`src/rtl/cnn_mac_pipe_snsm.sv`:
```
// Pipelined signed multiply-accumulate. Each window is framed by first/last tags, and one sum is emitted per window.
// Define CNN_MAC_SAT_EN to turn on saturating accumulate/output and the ovf flag.
module cnn_mac_pipe_snsm #(
  parameter int DIN0_WIDTH = 10,
  parameter int DIN1_WIDTH = 14,
  parameter int MUL_STAGES = 2,
  parameter int ACC_WIDTH  = 32,
  parameter int DOUT_WIDTH = 25
) (
  input  logic                         clk,
  input  logic                         reset,
  input  logic                         ce,
  input  logic                         in_valid,
  input  logic                         in_first,
  input  logic                         in_last,
  input  logic signed [DIN0_WIDTH-1:0] din0,
  input  logic signed [DIN1_WIDTH-1:0] din1,
  output logic                         out_valid,
  output logic signed [DOUT_WIDTH-1:0] dout,
  output logic                         ovf
);
  localparam int PW = DIN0_WIDTH + DIN1_WIDTH;

  if (MUL_STAGES < 1 || MUL_STAGES > 4) begin : g_bad_stages
    $error("cnn_mac_pipe_snsm: MUL_STAGES must be in 1..4");
  end
  if (ACC_WIDTH < PW) begin : g_bad_acc
    $error("cnn_mac_pipe_snsm: ACC_WIDTH must hold the full product");
  end
  if (DOUT_WIDTH > ACC_WIDTH) begin : g_bad_dout
    $error("cnn_mac_pipe_snsm: DOUT_WIDTH must not exceed ACC_WIDTH");
  end

  logic signed [PW-1:0] prod;
  logic signed [PW-1:0] p_q [MUL_STAGES];
  logic [MUL_STAGES-1:0] v_q, f_q, l_q;

  assign prod = PW'(din0) * PW'(din1);

  always_ff @(posedge clk) begin
    if (ce) begin
      p_q[0] <= prod;
      for (int i = 1; i < MUL_STAGES; i++) p_q[i] <= p_q[i-1];
    end
  end

  // The tags travel with the product, so in-flight beats are dropped when reset clears the valids.
  always_ff @(posedge clk) begin
    if (reset) begin
      v_q <= '0;
      f_q <= '0;
      l_q <= '0;
    end else if (ce) begin
      v_q[0] <= in_valid;
      f_q[0] <= in_first;
      l_q[0] <= in_last;
      for (int i = 1; i < MUL_STAGES; i++) begin
        v_q[i] <= v_q[i-1];
        f_q[i] <= f_q[i-1];
        l_q[i] <= l_q[i-1];
      end
    end
  end

  logic signed [PW-1:0]         p_tail;
  logic                         v_tail, f_tail, l_tail;
  logic signed [ACC_WIDTH-1:0]  acc, acc_next, base, p_ext;
  logic signed [DOUT_WIDTH-1:0] dout_next;

  assign p_tail = p_q[MUL_STAGES-1];
  assign v_tail = v_q[MUL_STAGES-1];
  assign f_tail = f_q[MUL_STAGES-1];
  assign l_tail = l_q[MUL_STAGES-1];

`ifdef CNN_MAC_SAT_EN
  localparam logic signed [ACC_WIDTH-1:0] ACC_MAX  = {1'b0, {(ACC_WIDTH-1){1'b1}}};
  localparam logic signed [ACC_WIDTH-1:0] ACC_MIN  = {1'b1, {(ACC_WIDTH-1){1'b0}}};
  localparam logic signed [ACC_WIDTH-1:0] DOUT_MAX =
    {{(ACC_WIDTH-DOUT_WIDTH+1){1'b0}}, {(DOUT_WIDTH-1){1'b1}}};
  localparam logic signed [ACC_WIDTH-1:0] DOUT_MIN =
    {{(ACC_WIDTH-DOUT_WIDTH+1){1'b1}}, {(DOUT_WIDTH-1){1'b0}}};

  logic [ACC_WIDTH:0] sum_w;
  logic               acc_clamp, dout_clamp, sticky, sticky_next;

  // One extra sum bit exposes signed overflow; on overflow its top bit gives the true sign.
  always_comb begin
    p_ext       = ACC_WIDTH'(p_tail);
    base        = f_tail ? '0 : acc;
    sum_w       = {base[ACC_WIDTH-1], base} + {p_ext[ACC_WIDTH-1], p_ext};
    acc_clamp   = sum_w[ACC_WIDTH] != sum_w[ACC_WIDTH-1];
    acc_next    = sum_w[ACC_WIDTH-1:0];
    if (acc_clamp) acc_next = sum_w[ACC_WIDTH] ? ACC_MIN : ACC_MAX;
    dout_clamp  = (acc_next > DOUT_MAX) || (acc_next < DOUT_MIN);
    dout_next   = acc_next[DOUT_WIDTH-1:0];
    if (dout_clamp)
      dout_next = acc_next[ACC_WIDTH-1] ? DOUT_MIN[DOUT_WIDTH-1:0] : DOUT_MAX[DOUT_WIDTH-1:0];
    sticky_next = (f_tail ? 1'b0 : sticky) | acc_clamp;
  end

  always_ff @(posedge clk) begin
    if (reset) begin
      acc       <= '0;
      dout      <= '0;
      out_valid <= 1'b0;
      ovf       <= 1'b0;
      sticky    <= 1'b0;
    end else if (ce) begin
      out_valid <= v_tail & l_tail;
      if (v_tail) begin
        acc    <= l_tail ? '0 : acc_next;
        sticky <= l_tail ? 1'b0 : sticky_next;
        if (l_tail) begin
          dout <= dout_next;
          ovf  <= sticky_next | dout_clamp;
        end
      end
    end
  end
`else
  always_comb begin
    p_ext     = ACC_WIDTH'(p_tail);
    base      = f_tail ? '0 : acc;
    acc_next  = base + p_ext;
    dout_next = acc_next[DOUT_WIDTH-1:0];
  end

  always_ff @(posedge clk) begin
    if (reset) begin
      acc       <= '0;
      dout      <= '0;
      out_valid <= 1'b0;
    end else if (ce) begin
      out_valid <= v_tail & l_tail;
      if (v_tail) begin
        acc <= l_tail ? '0 : acc_next;
        if (l_tail) dout <= dout_next;
      end
    end
  end

  assign ovf = 1'b0;
`endif

endmodule

```
`config.mk`:
```
export PLATFORM = sky130hd
export DESIGN_NAME = cnn_mac_pipe_snsm
export DESIGN_NICKNAME = d
export VERILOG_FILES = /design/src/rtl/cnn_mac_pipe_snsm.sv
export SDC_FILE = /design/constraint.sdc
export NUM_CORES = 1
export LEC_CHECK = 0
export CELL_PAD_IN_SITES_DETAIL_PLACEMENT = 0
export CELL_PAD_IN_SITES_GLOBAL_PLACEMENT = 1
export CORE_MARGIN = 2
export CORE_UTILIZATION = 25
export CTS_BUF_LIST = sky130_fd_sc_hd__clkbuf_8
export DETAILED_ROUTE_END_ITERATION = 7
export PLACE_DENSITY_LB_ADDON = 0.1
export SLEW_MARGIN = 0
export SYNTH_ARGS = -nofsm -noshare
export SYNTH_HDL_FRONTEND = slang
export SYNTH_SLANG_ARGS = --single-unit
```
`constraint.sdc`:
```
create_clock -name clk -period 8 [get_ports clk]
set_input_delay 1.2 -clock clk [delete_from_list [all_inputs] [get_ports clk]]
set_output_delay 1.2 -clock clk [all_outputs]
set_load 0.01 [all_outputs]
```
# --- After elaboration in Yosys (flattened, before gate mapping) ---
# Memory sizes are Yosys's and may differ from the RTL's.
# Index checks and enable logic that the tools add are counted.
classes:
  n_addsub: 1
  multipliers: 1
  muxes: 4
  bitwise: 1
  reduce_logical: 2
op_table:
  columns: ["cell", "count"]
  rows:
  - ["32-bit 2-to-1 mux", 2]
  - ["32-bit by 24-bit adder with 32-bit output", 1]
  - ["10-bit by 14-bit multiplier with 24-bit output", 1]
  - ["3-bit AND reduction", 1]
  - ["1-bit 2-to-1 mux", 2]
  - ["2-bit AND reduction", 1]
  - ["1-bit AND", 1]
totals:
  reg_bits: 64
  ram_bits: 48
  inputBits: 30
  output_inout_bits: 27
  word_cells: 16
  memories: 1
mem_list:
  columns: ["name", "words", "width", "read_ports", "rd_ports_with_merged_regs", "write_ports", "line_no", "rtl"]
  rows:
  - ["p_q", 2, 24, 2, 0, 2, "35", "logic signed [PW-1:0] p_q [MUL_STAGES];"]

# --- Depth between registers and ports, before layout ---
depth:
  depth_word: 3
  depth_mapped: 20
  ltp_nobuf: 19

# --- Least setup slack after synthesis ---
# OpenSTA, ideal clock, no wires.
synth_timing:
  path_kind: "input to register"
  from: "in din0[3]"
  to: "mem p_q[0][23] (netlist name) (data pin)"
  t_arrival_ns: 6.115
  setup_slack_ns: 1.625
  cell_stages: 18
  path_cell_list: "clkbuf_1 nand2_1 fa_1 fa_1 inv_1 fa_1 fa_1 inv_1 fa_1 inv_1 ha_1 and4_1 a21o_1 a2111oi_4 o22ai_1 a211o_1 a21oi_2 xnor2_1"
synth_lines:
  columns: ["element", "line_no", "rtl"]
  rows:
  - ["start: declaration", "16", "input logic signed [DIN0_WIDTH-1:0] din0,"]
  - ["end: declaration", "35", null]

==> reports/qor.csv <==
metric,value,unit
status,finished clean,
Core Box Area,39700,um2
Setup WS pre-CTS,0.623,ns
syn_area_per_cell,9.46,um2
initial antenna violation count,0,
Final Max Tran Viols,0,
vias per cell,4.25,
min cycle time layout,6.86,ns
hold wc startpoint,p_q[0][20]$_DFFE_PP_,
area occupied by multi-input gates,6650,um2
"Core Util, Final",28.6,%
startpoint types,input pin,
die extent in x,204,um
worst hold path class,reg -> reg,
# diodes,0,
leakage power,5.15,nW
worst IR drop on VDD,158,uV
global-route wire length before repair,40300,um
drc violations,0,
DRT antenna net count,0,
crit-path leading delay family,adder cells,
post_cts resized,0,
Max Root-Sink Buffers,2,
vias after detailed routing,6896,
most frequent CP cell,fa_1,
RSZ-0062 raised after global routing,no,
Die ar.,41800,um2
number of global-route vias before repair,7219,
WL final,24400,um
CP arrival,7.00,ns
filler cell count,4284,
skew final,0.0220,ns
layout cells sized above 1,3.82,%
post-synthesis sequential area ratio,25.7,%
top_reg_cell synth,dfxtp_1,
post-synth cell types,63,
period utilization,85.8,%
CTS tree,built,
IO Port Bufs,55,
Initial DRC Count,286,
Crit path buffers/inverters,4,
Top Ports,57,
final setup fails,0,
MaxCap Viol Count,0,
fin worst setup slack,1.14,ns
DP HPWL,19300,um
TritonCTS Buffers,9,
largest net degree at the start of global routing,60,
GRT Total Usage,12.3,%
slowest CP cell,clkdlybuf4s50_1,
Clock transition at path regs,0.09,ns
"FFs w/ async S/R, synth",0,%
Clock Root Buffer,clkbuf_8,
"flops & latches, synth",105,
critical-path cell list,clkdlybuf4s50_1 > clkinv_1 > nor2_1 > fa_1 > fa_1 > fa_1 > fa_1 > inv_1 > fa_1 > inv_1 > ha_1 > and4_1 > a21o_1 > a2111oi_4 > o22ai_1 > a211o_1 > a21oi_2 > xnor2_1,
clock latency on the worst-skew pair,0.41,ns
Avg WL per Cell,15.0,um
Die H,204,um
storage element area,2580,um2
reg2reg start,f_q[1]$_SDFFE_PP0P_,
Critical Path End Type,flip-flop,
Slew Limit Headroom,24.8,%
CTS sink count,105,
"Req. time, crit path",8.14,ns
setup bufs post-CTS,0,
Post-synth EDFFs,48,
total number of H-tree levels,3,
Sum Neg Setup Slack,0,ns
Worst path max stage delay,0.67,ns
pwr dens,308,nW/um2
Post-Syn Nets,1297,
Setup crit start,din0[9],
row count,73,
Fmax,0.146,GHz
Area Overhead vs Synth,13.1,%
actual slew at the worst max-slew pin,1.13,ns
gr ovfl total,0,
critical path class,in -> reg,
"Hold-fix buffers, CTS",0,
Synth Cell Area,10000,um2
first drt pass iteration count,4,
Pwr Total,3.50,mW
final hold vios,0,
Syn. warnings,0,
Final nets,1329,
Mapped Cells,1062,
RePlAce Congestion,0.760,
starting density of the core,25.3,%
critical path peak fanout,10,
[placed cells by master (no fill, tap or decap), types with 10 or more instances in the layout]
cell / instances
xnor2_1: 29
dfxtp_1: 57
nor2b_1: 30
nor2_1: 48
edfxtp_1: 48
xor2_1: 10
clkdlybuf4s50_1: 54
ha_1: 81
nand2_1: 127
and3_1: 10
inv_1: 171
a21o_1: 18
fa_1: 124
o21ai_0: 23
a21oi_1: 63
and2_1: 53
[sequential cells by signal, summed over array words and instances, names as in the netlist]
name       count
l_q            2
f_q            2
dout          25
acc           25
out_valid      1
p_q           48
v_q            2
[final timing paths]
path	end	slack [ns]	depth (start not counted)
setup / recovery	p_q[0][23]$_DFFE_PP_	1.14	18
hold / removal	p_q[0][44]$_DFFE_PP_	0.43	0
setup reg to reg	acc[23]$_SDFFE_PP0P_	4.91	10
hold reg to reg	p_q[0][44]$_DFFE_PP_	0.43	0
[synth_stat cells, types with 9 or more instances]
library cell / count / area, um2
nor2b_1: 30 / 188
nand2b_1: 9 / 56.3
xor2_1: 10 / 87.6
edfxtp_1: 48 / 1440
a21o_1: 18 / 135
fa_1: 124 / 2480
a21oi_1: 63 / 315
nand2_1: 127 / 477
inv_1: 171 / 642
and3_1: 10 / 62.6
and2_1: 53 / 332
ha_1: 81 / 1010
nor2_1: 48 / 180
o21ai_0: 23 / 115
xnor2_1: 29 / 254
nand3_1: 9 / 45.0
dfxtp_1: 57 / 1140
clkbuf_1: 35 / 131
[cells by family after synthesis]
| kind of cell | share of synthesized area (%) |
|---|---|
| and+or+nand+nor | 15.2 |
| adders and majority gates | 34.8 |
| DFF | 25.7 |
| AOI/OAI and AO/OA | 12.2 |
| xor gates and xnor gates | 3.40 |
| muxes | 0.598 |
| buffers and inverters | 8.06 |
| other | 0.0373 |
[layer usage]
layer	routed length, um	track usage [%]
met1	12800	17.7
met2	10800	19.7
met4	308	3.60
met5	0	0
met3	453	0.861
[report_power, final]
part,internal [mW],total [mW],switching (mW)
registers,0.787,0.814,0.0268
logic,1.02,2.32,1.30
clock network,0.177,0.372,0.195
total,1.98,3.50,1.52
[metrics by stage]
stage | instances | hold WS (ns) | instance area (um2)
floorplan | 1062 | 0.400 | 10000
global placement | 1608 | 0.401 | 11100
detailed placement | 1608 | 0.405 | 11100
CTS | 1624 | 0.428 | 11400
global route | 1624 | 0.434 | 11400
finish | 1624 | 0.426 | 11400
[final cells by class]
cell class	count	area share, %
timing repair buffer	63	5.33
multi-input combinational	743	58.6
clock inverter	7	0.804
sequential	105	22.7
tap	525	5.78
clock buffer	9	1.09
inverter	172	5.68
No activity file was read; power rests on OpenSTA's default activity.
